==> config.mk <==
export PLATFORM = sky130hd
export DESIGN_NAME = multicycle_ctrl
export DESIGN_NICKNAME = d
export VERILOG_FILES = /design/src/rtl/multicycle_ctrl.sv
export SDC_FILE = /design/constraint.sdc
export NUM_CORES = 1
export LEC_CHECK = 0
export BUFFER_PORTS_ARGS = -buffer_cell sky130_fd_sc_hd__buf_4
export CAP_MARGIN = 20
export CORE_UTILIZATION = 45
export DETAILED_ROUTE_END_ITERATION = 8
export PLACE_DENSITY_LB_ADDON = 0.12
export SETUP_SLACK_MARGIN = 0.05
export SKIP_CTS_REPAIR_TIMING = 1
export SLEW_MARGIN = 10
export SYNTH_ARGS = -nofsm -noshare
export SYNTH_HDL_FRONTEND = slang
export SYNTH_SLANG_ARGS = --single-unit
==> constraint.sdc <==
create_clock -name clk -period 1.9 [get_ports clk]
set_clock_uncertainty 0.2 [all_clocks]
set_input_delay 0 -clock clk [delete_from_list [all_inputs] [get_ports clk]]
set_output_delay 0 -clock clk [all_outputs]
set_load 0.02 [all_outputs]
==> src/rtl/multicycle_ctrl.sv <==
// Multicycle processor control FSM; JALR path enabled by MULTICYCLE_CTRL_JALR_EN.
// Latency: lw 5, sw/R/I/jal 4, beq 3 cycles (jalr 5) with mem_ready held high.
// Backpressure: FETCH, MEMREAD and MEMWRITE hold until mem_ready; other states ignore it.
module multicycle_ctrl (
    input  logic       clk,
    input  logic       rst_n,
    input  logic [6:0] op,
    input  logic       zero,
    input  logic       mem_ready,
    output logic       mem_req,
    output logic       AdrSrc,
    output logic       IRWrite,
    output logic       PCWrite,
    output logic       RegWrite,
    output logic       MemWrite,
    output logic [1:0] ALUSrcA,
    output logic [1:0] ALUSrcB,
    output logic [1:0] ResultSrc,
    output logic [1:0] ALUOp,
    output logic       instr_done,
    output logic       illegal
);

    localparam logic [6:0] OP_LW   = 7'b0000011;
    localparam logic [6:0] OP_SW   = 7'b0100011;
    localparam logic [6:0] OP_R    = 7'b0110011;
    localparam logic [6:0] OP_I    = 7'b0010011;
    localparam logic [6:0] OP_BEQ  = 7'b1100011;
    localparam logic [6:0] OP_JAL  = 7'b1101111;
`ifdef MULTICYCLE_CTRL_JALR_EN
    localparam logic [6:0] OP_JALR = 7'b1100111;
`endif

    typedef enum logic [3:0] {
        FETCH    = 4'd0,
        DECODE   = 4'd1,
        MEMADR   = 4'd2,
        MEMREAD  = 4'd3,
        MEMWB    = 4'd4,
        MEMWRITE = 4'd5,
        EXECR    = 4'd6,
        EXECI    = 4'd7,
        ALUWB    = 4'd8,
        BEQ      = 4'd9,
`ifdef MULTICYCLE_CTRL_JALR_EN
        JAL      = 4'd10,
        JALR     = 4'd11,
        JALRPC   = 4'd12
`else
        JAL      = 4'd10
`endif
    } state_t;

    state_t state_q, state_d;

    always_ff @(posedge clk or negedge rst_n) begin
        if (!rst_n) state_q <= FETCH;
        else        state_q <= state_d;
    end

    always_comb begin
        state_d    = state_q;
        mem_req    = 1'b0;
        AdrSrc     = 1'b0;
        IRWrite    = 1'b0;
        PCWrite    = 1'b0;
        RegWrite   = 1'b0;
        MemWrite   = 1'b0;
        ALUSrcA    = 2'b00;
        ALUSrcB    = 2'b00;
        ResultSrc  = 2'b00;
        ALUOp      = 2'b00;
        instr_done = 1'b0;
        illegal    = 1'b0;

        case (state_q)
            FETCH: begin
                mem_req   = 1'b1;
                ALUSrcB   = 2'b10;
                ResultSrc = 2'b10;
                if (mem_ready) begin
                    IRWrite = 1'b1;
                    PCWrite = 1'b1;
                    state_d = DECODE;
                end
            end
            DECODE: begin
                ALUSrcA = 2'b01;
                ALUSrcB = 2'b01;
                case (op)
                    OP_LW, OP_SW: state_d = MEMADR;
                    OP_R:         state_d = EXECR;
                    OP_I:         state_d = EXECI;
                    OP_BEQ:       state_d = BEQ;
                    OP_JAL:       state_d = JAL;
`ifdef MULTICYCLE_CTRL_JALR_EN
                    OP_JALR:      state_d = JALR;
`endif
                    default: begin
                        illegal = 1'b1;
                        state_d = FETCH;
                    end
                endcase
            end
            MEMADR: begin
                ALUSrcA = 2'b10;
                ALUSrcB = 2'b01;
                state_d = (op == OP_LW) ? MEMREAD : MEMWRITE;
            end
            MEMREAD: begin
                mem_req = 1'b1;
                AdrSrc  = 1'b1;
                if (mem_ready) state_d = MEMWB;
            end
            MEMWB: begin
                ResultSrc  = 2'b01;
                RegWrite   = 1'b1;
                instr_done = 1'b1;
                state_d    = FETCH;
            end
            MEMWRITE: begin
                mem_req  = 1'b1;
                AdrSrc   = 1'b1;
                MemWrite = 1'b1;
                if (mem_ready) begin
                    instr_done = 1'b1;
                    state_d    = FETCH;
                end
            end
            EXECR: begin
                ALUSrcA = 2'b10;
                ALUOp   = 2'b10;
                state_d = ALUWB;
            end
            EXECI: begin
                ALUSrcA = 2'b10;
                ALUSrcB = 2'b01;
                ALUOp   = 2'b11;
                state_d = ALUWB;
            end
            ALUWB: begin
                RegWrite   = 1'b1;
                instr_done = 1'b1;
                state_d    = FETCH;
            end
            BEQ: begin
                ALUSrcA    = 2'b10;
                ALUOp      = 2'b01;
                PCWrite    = zero;
                instr_done = 1'b1;
                state_d    = FETCH;
            end
            JAL: begin
                ALUSrcA = 2'b01;
                ALUSrcB = 2'b10;
                PCWrite = 1'b1;
                state_d = ALUWB;
            end
`ifdef MULTICYCLE_CTRL_JALR_EN
            JALR: begin
                ALUSrcA = 2'b10;
                ALUSrcB = 2'b01;
                state_d = JALRPC;
            end
            JALRPC: begin
                ALUSrcA = 2'b01;
                ALUSrcB = 2'b10;
                PCWrite = 1'b1;
                state_d = ALUWB;
            end
`endif
            default: state_d = FETCH;
        endcase

        // Outputs are quiet while reset is held, even though the state already reads FETCH.
        if (!rst_n) begin
            state_d    = FETCH;
            mem_req    = 1'b0;
            AdrSrc     = 1'b0;
            IRWrite    = 1'b0;
            PCWrite    = 1'b0;
            RegWrite   = 1'b0;
            MemWrite   = 1'b0;
            ALUSrcA    = 2'b00;
            ALUSrcB    = 2'b00;
            ResultSrc  = 2'b00;
            ALUOp      = 2'b00;
            instr_done = 1'b0;
            illegal    = 1'b0;
        end
    end

endmodule

==> impl_summary.log <==
[metrics] status: finished, violations left
[metrics] violated checks: hold timing
[metrics] number of antenna violations at the first check in global routing: 0
[metrics] CTS tree: done
[metrics] fin crit period: 1749 ps
[metrics] average instance area after synthesis: between 6 and 7 sq um
[metrics] Die W: 39.62 um
[metrics] routed wirelength normalized by instance count: 12.69 um
[metrics] dominant register cell in the synthesized netlist: dfrtp_1
[metrics] PD cells: 344.1 mW/mm^2
[metrics] setup repair after global routing missed its margin: no
[metrics] worst hold path type: input port to flip-flop
[metrics] IO Port Bufs: 26
[metrics] global-route wire length before repair: 2.525 mm
[metrics] area added between synthesis and finish: 45.19%
[metrics] Netlist cell types: 40
[metrics] Chip Height: about 40 um
[metrics] leakage power: around 0.45 nW
[metrics] critical hold path startpoint: op[6]
[metrics] post-synth design cell area: approximately 640 sq um
[metrics] largest net degree at the start of global routing: 17
[metrics] source of the worst register-to-register timing path: state_q[0]$_DFFE_PN0P_
[metrics] post-route cell area: approximately 920 sq um
[metrics] post-detailed-route DRC marker count: 0
[metrics] post-layout power: between 0.3 and 0.4 mW
[metrics] worst setup slack for register-to-register paths: ~300 ps
[metrics] worst slew margin relative to its limit: 77.90%
[metrics] Tot GR Track Use: about a quarter
[metrics] critical path data arrival time: between 1500 and 2000 ps
[metrics] Synth Area in Compound Gates: 23.77%
[metrics] buffer depth of the longest clock path: 2
[metrics] largest registers ranked by flip-flop count: state_q x4
[metrics] instance area at placement: ~830 sq um
[metrics] remaining number of nets flagged by the antenna check after routing: 0
[metrics] Placer Congestion: between 0.8 and 0.9
[metrics] max FFs per register: 4
[metrics] post-synthesis share of cell area spent on full adders, half adders and majority gates: 0%
[metrics] vias per cell: approximately 5.7
[metrics] number of max-slew violations in the final report: 0
[metrics] net count reported at finish: approximately 140
[metrics] instance count along the most critical hold path: 5
[metrics] wirelength, routed: 1.739 mm
[metrics] fin util: 71.06%
[metrics] sequential power share: 27.7%
[metrics] area of the die: around 0.0016 sq mm
[metrics] Post-synth ARST share: 100.0%
[metrics] critical register-to-register path endpoint: state_q[3]$_DFFE_PN0P_
[metrics] P_sw: 0.1029 mW
[metrics] Least-Margin Pin Slew: roughly 330 ps
[metrics] sequential fraction of the synthesis area: between 15 and 20%
[metrics] Clock Sink Count: 4
[metrics] number of optimization iterations in the first detailed-route pass: 4
[metrics] number of core rows: 13
[metrics] Hold WS: -6.329 ps
[metrics] clock buffers created by TritonCTS: 3
[metrics] share of cells above drive strength 1: approximately a third
[metrics] IO Pins: 27
[metrics] Post-Syn Instances: slightly above 90
[metrics] parity-gate share of the synthesized area counting xor and xnor cells: 4.126%
[metrics] buffer cell driving the clock tree root: clkbuf_4
[metrics] register containing the most flip-flops in the final layout: state_q
[metrics] Setup violations, final: 0
[metrics] combinational family with the most area after synthesis: simple AND/OR/NAND/NOR gates
[metrics] ratio of final minimum period to clock period: 92.05%
[metrics] count of maximum capacitance violations: 0
[metrics] Worst VDD drop: 0.1948 mV
[metrics] number of diodes: 0
[metrics] Clock Latency Late Sink: 240 ps
[metrics] deepest level of the CTS H-tree: 1
[metrics] sink of the worst hold path: state_q[1]$_DFFE_PN0P_
[metrics] sort of element at the end of the critical path: output pin
[metrics] number of warnings reported in the yosys synthesis log: 0
[metrics] fill count: ~110
[metrics] endpoints failing hold: 1
[metrics] Yosys reg bits: 4
[metrics] worst-path maximum fanout: 13
[metrics] effective utilization at floorplan: about 50%
[metrics] worst r2r path cells: 6
[metrics] share of total power consumed by net switching: approximately a third
[metrics] setup tns final: 0 ps
[metrics] Detailed Route Iter0 Violations: 16
[metrics] required time of the critical path: between 1500 and 2000 ps
[metrics] startpoint class of the critical path: flip-flop
[metrics] number of vias in the routed layout: just under 800
[metrics] post-DP HPWL: approximately 1.3 mm
[metrics] Comb power frac: between 30% and 40%
[metrics] Synth Net Count: 102
[metrics] portion of total power attributed to the clock network: 34.9%
[metrics] worst setup path category: flip-flop to output pin
[metrics] P_int: between 0.2 and 0.25 mW
[metrics] simple-gate share of the synthesized area: between 40 and 50%
[metrics] via count of the first global-routing pass: 585
[metrics] clock-pin slew on the worst setup and hold paths: around 40 ps
[metrics] number of flops mapped to enable cells by yosys: 0
[metrics] total core area: 0.001301 sq mm
[metrics] sum of overflow across all layers after global routing: 0
[metrics] multiplexer share of the synthesized area: 1.572%
[metrics] max frequency: around 570 MHz
==> per-stage QoR <==
stage / instances / setup WS, ps
5_1_grt: 137 / 53.28
4_1_cts: 131 / 11.35
6_report: 137 / 151.1
2_1_floorplan: 91 / 110.5
3_3_place_gp: 128 / 314.2
3_5_place_dp: 128 / 278.9
==> cell type report <==
cell class	count	area (sq um)	area share [%]
clock buffer	3	22.52	2.436
tap	15	18.77	2.030
multi-input combinational	79	503.0	54.40
timing repair buffer	35	272.8	29.50
inverter	1	3.754	0.4060
sequential	4	103.9	11.23
==> how the worst max path moves through the flow <==
stage	endpoint	start	depth (start not counted)	slack, ps
after detailed placement	mem_req	state_q[1]$_DFFE_PN0P_	6	280
after CTS	mem_req	state_q[1]$_DFFE_PN0P_	6	10
after floorplan	mem_req	state_q[0]$_DFFE_PN0P_	5	110
after global routing	PCWrite	state_q[0]$_DFFE_PN0P_	6	50
after global placement	mem_req	state_q[1]$_DFFE_PN0P_	6	310
final	mem_req	state_q[1]$_DFFE_PN0P_	5	150
==> cell usage in the layout (no fill, tap or decap), types with 2 or more instances in the layout <==
cell type	n
a211oi_1	2
a21oi_1	7
and3_1	5
buf_4	31
clkbuf_4	3
dfrtp_2	3
dlygate4sd3_1	4
nand2_1	7
nand2b_1	6
nand3b_1	2
nor2_1	8
nor2b_1	2
nor3_1	3
nor3b_1	2
nor4_1	2
o21ai_0	4
or2b_1	2
or4_1	2
xor2_1	2
==> layer usage <==
metal / part of all wire, % / up-vias / track usage [%]
met5: 0 / - / 0
met2: 48 / 30 / 37.70
li1: - / 393 / -
met4: 0.98 / 0 / 12.93
met3: 6.8 / 3 / 3.409
met1: 44 / 354 / 31.08
==> power groups by stage <==
stage / combinational (mW) / sequential, mW / clock (mW)
after floorplan: 0.0586 / 0.0899 / 0
after global placement: 0.106 / 0.0891 / 0
after detailed placement: 0.107 / 0.0892 / 0
after CTS: 0.108 / 0.0881 / 0.114
after global routing: 0.131 / 0.0883 / 0.115
final: 0.119 / 0.0881 / 0.111
==> cell usage after synthesis (all sizes together) (2+ instances only) <==
master,number,area [sq um]
nor2,9,33.78
a21oi,8,43.79
nand2,7,26.28
nand2b,7,51.30
buf,6,35.03
and3,5,31.28
o21ai,5,25.02
dfrtp,4,100.1
nor3,4,20.02
a211oi,2,15.01
and2b,2,15.01
nand3b,2,15.01
nor2b,2,12.51
nor3b,2,15.01
nor4,2,12.51
or2b,2,15.01
or4,2,15.01
xor2,2,17.52
==> worst max-delay path, cell delays in order (launching register included) <==
cell and delay [ps]:
dfrtp_2 450, buf_4 210, xnor2_1 130, nor3b_1 250, or2_1 140, buf_4 130
==> kinds of logic after synthesis <==
| group | after synthesis |
|---|---|
| and+or+nand+nor | 52 |
| AOI/OAI and AO/OA | 23 |
| buffers and inverters | 8 |
| DFF | 4 |
| xor gates and xnor gates | 3 |
| muxes | 1 |
No activity file was read; power rests on OpenSTA's default activity.
